File: src/rtl/tmds_encoder.sv
// tmds_encoder
// ------------
// Three-channel DVI/TMDS 8b/10b encoder running on the 10x serial clock.
// One pixel advances through the pipeline per pi_pix_en strobe; between
// strobes every register holds, so each 10-bit symbol stays stable for the
// whole serializer window.
//
// Pipeline:
//   stage 1 : input register (DE, syncs, RGB)
//   stage 2 : transition-minimised q_m per channel (registered)
//   [extra  : q_m/DE/sync register, only with TMDS_ENC_PIPE_EN]
//   stage 3 : DC balance / control tokens, output register + disparity cnt
// Latency: pixel on strobe k -> outputs in the cycle after strobe k+2
// (k+3 when TMDS_ENC_PIPE_EN is defined). Symbol values are identical in
// both builds.
//
// Configuration macro: TMDS_ENC_PIPE_EN (adds the stage 2 -> 3 register).
//
// Ports:
//   pi_clk                      serial-rate clock (10x pixel rate)
//   pi_rst                      synchronous active-high reset, wins over pi_pix_en
//   pi_pix_en                   pixel strobe
//   pi_de, pi_hsync, pi_vsync   data enable and syncs (blue C0/C1)
//   pi_red, pi_green, pi_blue   8-bit pixel components
//   po_red, po_green, po_blue   10-bit TMDS symbols, bit 0 sent first
//   po_valid                    new-symbol pulse
//
// Handshake: there is no ready. po_valid is a one-cycle presentation strobe
// asserted in the cycle after every accepted pi_pix_en; the symbols it
// marks stay valid until the next po_valid. The serializer must sample
// them away from that update cycle.

module tmds_encoder (
  input  logic       pi_clk,
  input  logic       pi_rst,
  input  logic       pi_pix_en,
  input  logic       pi_de,
  input  logic       pi_hsync,
  input  logic       pi_vsync,
  input  logic [7:0] pi_red,
  input  logic [7:0] pi_green,
  input  logic [7:0] pi_blue,
  output logic [9:0] po_red,
  output logic [9:0] po_green,
  output logic [9:0] po_blue,
  output logic       po_valid
);

  localparam logic [9:0] CTRL_00 = 10'b1101010100;

  // Channel index: 0 = blue, 1 = green, 2 = red.

  // ---------------------------------------------------------------------
  // Helper functions
  // ---------------------------------------------------------------------
  function automatic logic [3:0] ones8(input logic [7:0] d);
    logic [3:0] n;
    n = 4'd0;
    for (int i = 0; i < 8; i++) begin
      n = n + {3'b000, d[i]};
    end
    return n;
  endfunction

  function automatic logic [8:0] trans_min(input logic [7:0] d);
    logic [3:0] n;
    logic       use_xnor;
    logic [8:0] q;
    n        = ones8(d);
    use_xnor = (n > 4'd4) || ((n == 4'd4) && !d[0]);
    q        = 9'd0;
    q[0]     = d[0];
    for (int i = 1; i < 8; i++) begin
      q[i] = use_xnor ? ~(q[i-1] ^ d[i]) : (q[i-1] ^ d[i]);
    end
    q[8] = ~use_xnor;
    return q;
  endfunction

  // Returns {next_cnt[4:0], symbol[9:0]}. Arithmetic is done in 6 bits so
  // the intermediate 2*n1 (up to 16) cannot wrap.
  function automatic logic [14:0] dc_bal(input logic [8:0] qm,
                                         input logic [4:0] cnt);
    logic signed [5:0] c;
    logic signed [5:0] d;   // n1 - n0 of qm[7:0]
    logic signed [5:0] nc;
    logic [9:0]        sym;
    c = $signed({cnt[4], cnt});
    d = $signed({1'b0, ones8(qm[7:0]), 1'b0}) - 6'sd8;
    if ((c == 6'sd0) || (d == 6'sd0)) begin
      sym = {~qm[8], qm[8], qm[8] ? qm[7:0] : ~qm[7:0]};
      nc  = qm[8] ? (c + d) : (c - d);
    end else if (((c > 6'sd0) && (d > 6'sd0)) ||
                 ((c < 6'sd0) && (d < 6'sd0))) begin
      sym = {1'b1, qm[8], ~qm[7:0]};
      nc  = c - d + (qm[8] ? 6'sd2 : 6'sd0);
    end else begin
      sym = {1'b0, qm[8], qm[7:0]};
      nc  = c + d - (qm[8] ? 6'sd0 : 6'sd2);
    end
    return {nc[4:0], sym};
  endfunction

  function automatic logic [9:0] ctrl_token(input logic [1:0] c);
    logic [9:0] t;
    case (c)
      2'b00:   t = 10'b1101010100;
      2'b01:   t = 10'b0010101011;
      2'b10:   t = 10'b0101010100;
      default: t = 10'b1010101011;
    endcase
    return t;
  endfunction

  // ---------------------------------------------------------------------
  // Stage 1 and stage 2 registers
  // ---------------------------------------------------------------------
  logic            s1_de_q, s1_hs_q, s1_vs_q;
  logic [2:0][7:0] s1_data_q;
  logic            s2_de_q, s2_hs_q, s2_vs_q;
  logic [2:0][8:0] s2_qm_q, s2_qm_d;

  always_comb begin
    s2_qm_d = '0;
    for (int ch = 0; ch < 3; ch++) begin
      s2_qm_d[ch] = trans_min(s1_data_q[ch]);
    end
  end

  // ---------------------------------------------------------------------
  // Stage 3 inputs (optionally through the extra register)
  // ---------------------------------------------------------------------
  logic            s3_de, s3_hs, s3_vs;
  logic [2:0][8:0] s3_qm;

`ifdef TMDS_ENC_PIPE_EN
  logic            sp_de_q, sp_hs_q, sp_vs_q;
  logic [2:0][8:0] sp_qm_q;

  always_ff @(posedge pi_clk) begin
    if (pi_rst) begin
      sp_de_q <= 1'b0;
      sp_hs_q <= 1'b0;
      sp_vs_q <= 1'b0;
      sp_qm_q <= '0;
    end else if (pi_pix_en) begin
      sp_de_q <= s2_de_q;
      sp_hs_q <= s2_hs_q;
      sp_vs_q <= s2_vs_q;
      sp_qm_q <= s2_qm_q;
    end
  end

  assign s3_de = sp_de_q;
  assign s3_hs = sp_hs_q;
  assign s3_vs = sp_vs_q;
  assign s3_qm = sp_qm_q;
`else
  assign s3_de = s2_de_q;
  assign s3_hs = s2_hs_q;
  assign s3_vs = s2_vs_q;
  assign s3_qm = s2_qm_q;
`endif

  // ---------------------------------------------------------------------
  // Stage 3: DC balance and control tokens
  // ---------------------------------------------------------------------
  logic [2:0][9:0]  sym_q, sym_d;
  logic [2:0][4:0]  cnt_q, cnt_d;
  logic [2:0][14:0] bal;
  logic             valid_q;

  always_comb begin
    bal = '0;
    for (int ch = 0; ch < 3; ch++) begin
      bal[ch] = dc_bal(s3_qm[ch], cnt_q[ch]);
    end
  end

  // Blanking clears the disparity so the first active pixel after it
  // always encodes from cnt = 0.
  always_comb begin
    sym_d = sym_q;
    cnt_d = cnt_q;
    for (int ch = 0; ch < 3; ch++) begin
      if (s3_de) begin
        sym_d[ch] = bal[ch][9:0];
        cnt_d[ch] = bal[ch][14:10];
      end else begin
        sym_d[ch] = (ch == 0) ? ctrl_token({s3_vs, s3_hs}) : CTRL_00;
        cnt_d[ch] = 5'd0;
      end
    end
  end

  always_ff @(posedge pi_clk) begin
    if (pi_rst) begin
      s1_de_q   <= 1'b0;
      s1_hs_q   <= 1'b0;
      s1_vs_q   <= 1'b0;
      s1_data_q <= '0;
      s2_de_q   <= 1'b0;
      s2_hs_q   <= 1'b0;
      s2_vs_q   <= 1'b0;
      s2_qm_q   <= '0;
      sym_q     <= {3{CTRL_00}};
      cnt_q     <= '0;
      valid_q   <= 1'b0;
    end else begin
      valid_q <= pi_pix_en;
      if (pi_pix_en) begin
        s1_de_q   <= pi_de;
        s1_hs_q   <= pi_hsync;
        s1_vs_q   <= pi_vsync;
        s1_data_q <= {pi_red, pi_green, pi_blue};
        s2_de_q   <= s1_de_q;
        s2_hs_q   <= s1_hs_q;
        s2_vs_q   <= s1_vs_q;
        s2_qm_q   <= s2_qm_d;
        sym_q     <= sym_d;
        cnt_q     <= cnt_d;
      end
    end
  end

  assign po_blue  = sym_q[0];
  assign po_green = sym_q[1];
  assign po_red   = sym_q[2];
  assign po_valid = valid_q;

endmodule

File: config.mk
export PLATFORM = sky130hd
export DESIGN_NAME = tmds_encoder
export DESIGN_NICKNAME = d
export VERILOG_FILES = /design/src/rtl/tmds_encoder.sv
export SDC_FILE = /design/constraint.sdc
export NUM_CORES = 1
export LEC_CHECK = 0
export CORE_MARGIN = 5
export CORE_UTILIZATION = 50
export DETAILED_ROUTE_END_ITERATION = 12
export GPL_TIMING_DRIVEN = 0
export PLACE_DENSITY = 0.67
export SYNTH_ARGS = -nofsm -noshare
export SYNTH_HDL_FRONTEND = slang
export SYNTH_SLANG_ARGS = --single-unit
File: constraint.sdc
create_clock -name pi_clk -period 5.6 [get_ports pi_clk]
set_input_delay 1.12 -clock pi_clk [delete_from_list [all_inputs] [get_ports pi_clk]]
set_output_delay 1.12 -clock pi_clk [all_outputs]
set_load 0.01 [all_outputs]
==> metrics.txt, run 1 <==
Yosys Warn Count=0; die height=130 um; CP startpoint=s2_qm_q[0]; fin crit period=4830 ps; Site Rows=43; Die ar.=16800 um2; global-route usage over all layers=21.4%; core area=13900 um2; pwr dens=335 nW/um2; critical path startpoint category=register; final period utilization=86.2%; Synth Flop Type=dfxtp_1; maxcap violations=0; Slew HR=28.9%; RSZ-0062 raised after global routing=false; ant diodes=0; post-synthesis cell count=797; max-slew violations=0; worst-skew pair later-pin latency=350 ps; final wirelength=17300 um; clock network power share=23.3%; Place WS=878 ps; flops & latches, synth=100; Sw Pwr=1.07 mW; Hold Vio Cnt, Final=0; setup tns final=0 ps; Synth Area per Inst=8.96 um2; Max Clock Skew=7.26 ps; final hold slack=444 ps; FF-to-FF End=cnt_q[4]; clk buf depth=2; Post-synth EDFFs=0; CTS buffer count=9; critical path fanouts, max=6; WP data required=5810 ps; GRT overflow=0; CTS tree=done; R2R depth=16; fin cells=1052; drt pass-1 iters=7; Worst-Margin Slew=1060 ps; global-route wire length before repair=28500 um; Inst Count DP=1036; Finished Cell Area=8260 um2; critical path class=register to register; sequential power share=28.8%; commonest cells after routing, fill and taps aside=dfxtp_1, inv_1, nor2_1, ha_1, clkdlybuf4s50_1; Register Area=2000 um2; initial antenna violation count=0; crit path to=cnt_q[4]; post-cts sizing count=0; detailed-route DRC error count=0; post-synthesis mux area share=6.52%; H-Tree Depth=3; Gate power share=47.9%; Die X=130 um; largest net degree at the start of global routing=18; Detail Route Antenna Nets=0; Synth Area in Adders=19.6%; leakage power=3.68 nW; Clk pin slew, worst setup/hold paths=70 ps; largest family of logic cells by synthesized area=adder cells; total power=2.77 mW; cell area after placement=7960 um2; port bufs=59; share of layout cells above drive strength 1=4.36%; Synth Area in XOR/XNOR=10.8%; Final setup violation count=0; initial DRC count=307; status=finished clean; clock sink total=100; post-synthesis compound-gate area fraction=13.9%; Post-Syn Nets=921; commonest non-fill, non-tap cell in the layout=dfxtp_1; Root Driver=clkbuf_16; Simple-Gate Fraction of Synth Area=14.1%; Seq/Total Area, Yosys=28.0%; Int Power=1.70 mW; Layout fillers=1225; Post-CTS Hold Buffers=0; Synth Cell Area=7140 um2; routed via count=5745; Routed wire per std cell=16.4 um; routability cong.=0.903; Setup Fix Bufs, Post-CTS=0; area taken by multi-input logic gates=4640 um2; Worst IR Drop VDD=0.178 mV; Finished Core Util=59.3%; worst r2r src=s2_qm_q[0]; FMAX=207 MHz; hold crit path type=register to register; number of global-route vias before repair=5624; vias per cell=5.46; post-synth cell types=64; Initial Util=51.3%; I/O pin count=61; dpl hpwl=13700 um; crit path DAT=5030 ps; Final #Nets=991; Async SR Flop Fraction=0%; post-route setup slack=772 ps; flop2flop setup slack=770 ps; switching share of power=38.6%; area grow syn2layout=15.6%; Critical Path Sink Type=register
area by class of cell:
class                           instances  area share (%)
Timing Repair Buffer                   59            7.15
Inverter                               94            4.27
Clock inverter                          6           0.864
Tap cell                              180            2.73
Clock buffer                           10            2.77
Multi-Input combinational cell        565            56.2
Sequential cell                       100            24.2
Buffer                                 38            1.82
power groups by stage:
| stage | registers (mW) | clock network [mW] | logic [mW] |
|---|---|---|---|
| after global placement | 0.813 | 0 | 1.27 |
| after global routing | 0.805 | 0.685 | 1.50 |
| after floorplan | 0.804 | 0 | 1.02 |
| final | 0.798 | 0.644 | 1.33 |
| after detailed placement | 0.814 | 0 | 1.32 |
| after CTS | 0.798 | 0.657 | 1.32 |
state kept, by name, summed over array words and instances (netlist names), 10 cells and up:
name,flops
po_blue,10
cnt_q,12
po_red,10
po_green,10
s2_qm_q,27
s1_data_q,24
kinds of logic after synthesis:
logic type | Yosys count
multiplexers | 46
buffers and inverters | 132
flip-flops | 100
adder cells (fa/ha/maj) | 94
XOR/XNOR | 74
AND/OR/NAND/NOR | 204
AO/OA/AOI/OAI | 147
Yosys cell counts (all sizes together), types with 9 or more instances:
| cell | n | area, um2 |
|---|---|---|
| xor2 | 22 | 193 |
| inv | 94 | 353 |
| dfxtp | 100 | 2000 |
| ha | 64 | 801 |
| nand2 | 46 | 173 |
| a211oi | 15 | 113 |
| mux2i | 42 | 420 |
| buf | 10 | 45.0 |
| o21ai | 37 | 185 |
| o22ai | 10 | 62.6 |
| o211ai | 12 | 90.1 |
| a21oi | 27 | 135 |
| fa | 30 | 601 |
| clkbuf | 28 | 105 |
| nand3 | 12 | 60.1 |
| a21o | 9 | 67.6 |
| nor2 | 87 | 327 |
| xnor2 | 43 | 377 |
| nand2b | 11 | 68.8 |
how the worst min path moves through the flow:
stage                   start   endpoint  slack [ps]  cells past startpoint
detailed placement  po_red[7]  po_red[7]         440                      2
floorplan             s1_de_q    s1_de_q         460                      2
global route        po_red[7]  po_red[7]         480                      2
finish              po_red[7]  po_red[7]         440                      2
CTS                 po_red[7]  po_red[7]         450                      2
global placement    po_red[7]  po_red[7]         430                      2
per-layer routing:
metal	wire (um)	global-route usage, %	up-vias
met1	7900	28.8	2727
met5	0	0	-
li1	-	-	2842
met3	851	3.01	31
met4	355	6.54	0
met2	8190	36.0	145
critical path: stages, from the launching register on:
cell      delay, ps
dfxtp_1         380
fa_1            550
inv_1            50
fa_1            440
fa_1            490
inv_1            40
ha_1            200
fa_1            390
xor2_1          250
inv_1           110
ha_1            250
nor4b_1         500
or2_0           170
clkbuf_1        260
nor4_1          100
a221oi_1        340
o311ai_1        140
(Power assumes the default switching activity.)
==> run 2, diff against run 1 <==
--- a/constraint.sdc
+++ b/constraint.sdc
@@ -3,2 +3,2 @@
 set_output_delay 1.12 -clock pi_clk [all_outputs]
-set_load 0.01 [all_outputs]
+set_load 0.02 [all_outputs]
==> results of run 2 <==
Same layout as run 1 (identical final DEF). Status: finished clean.
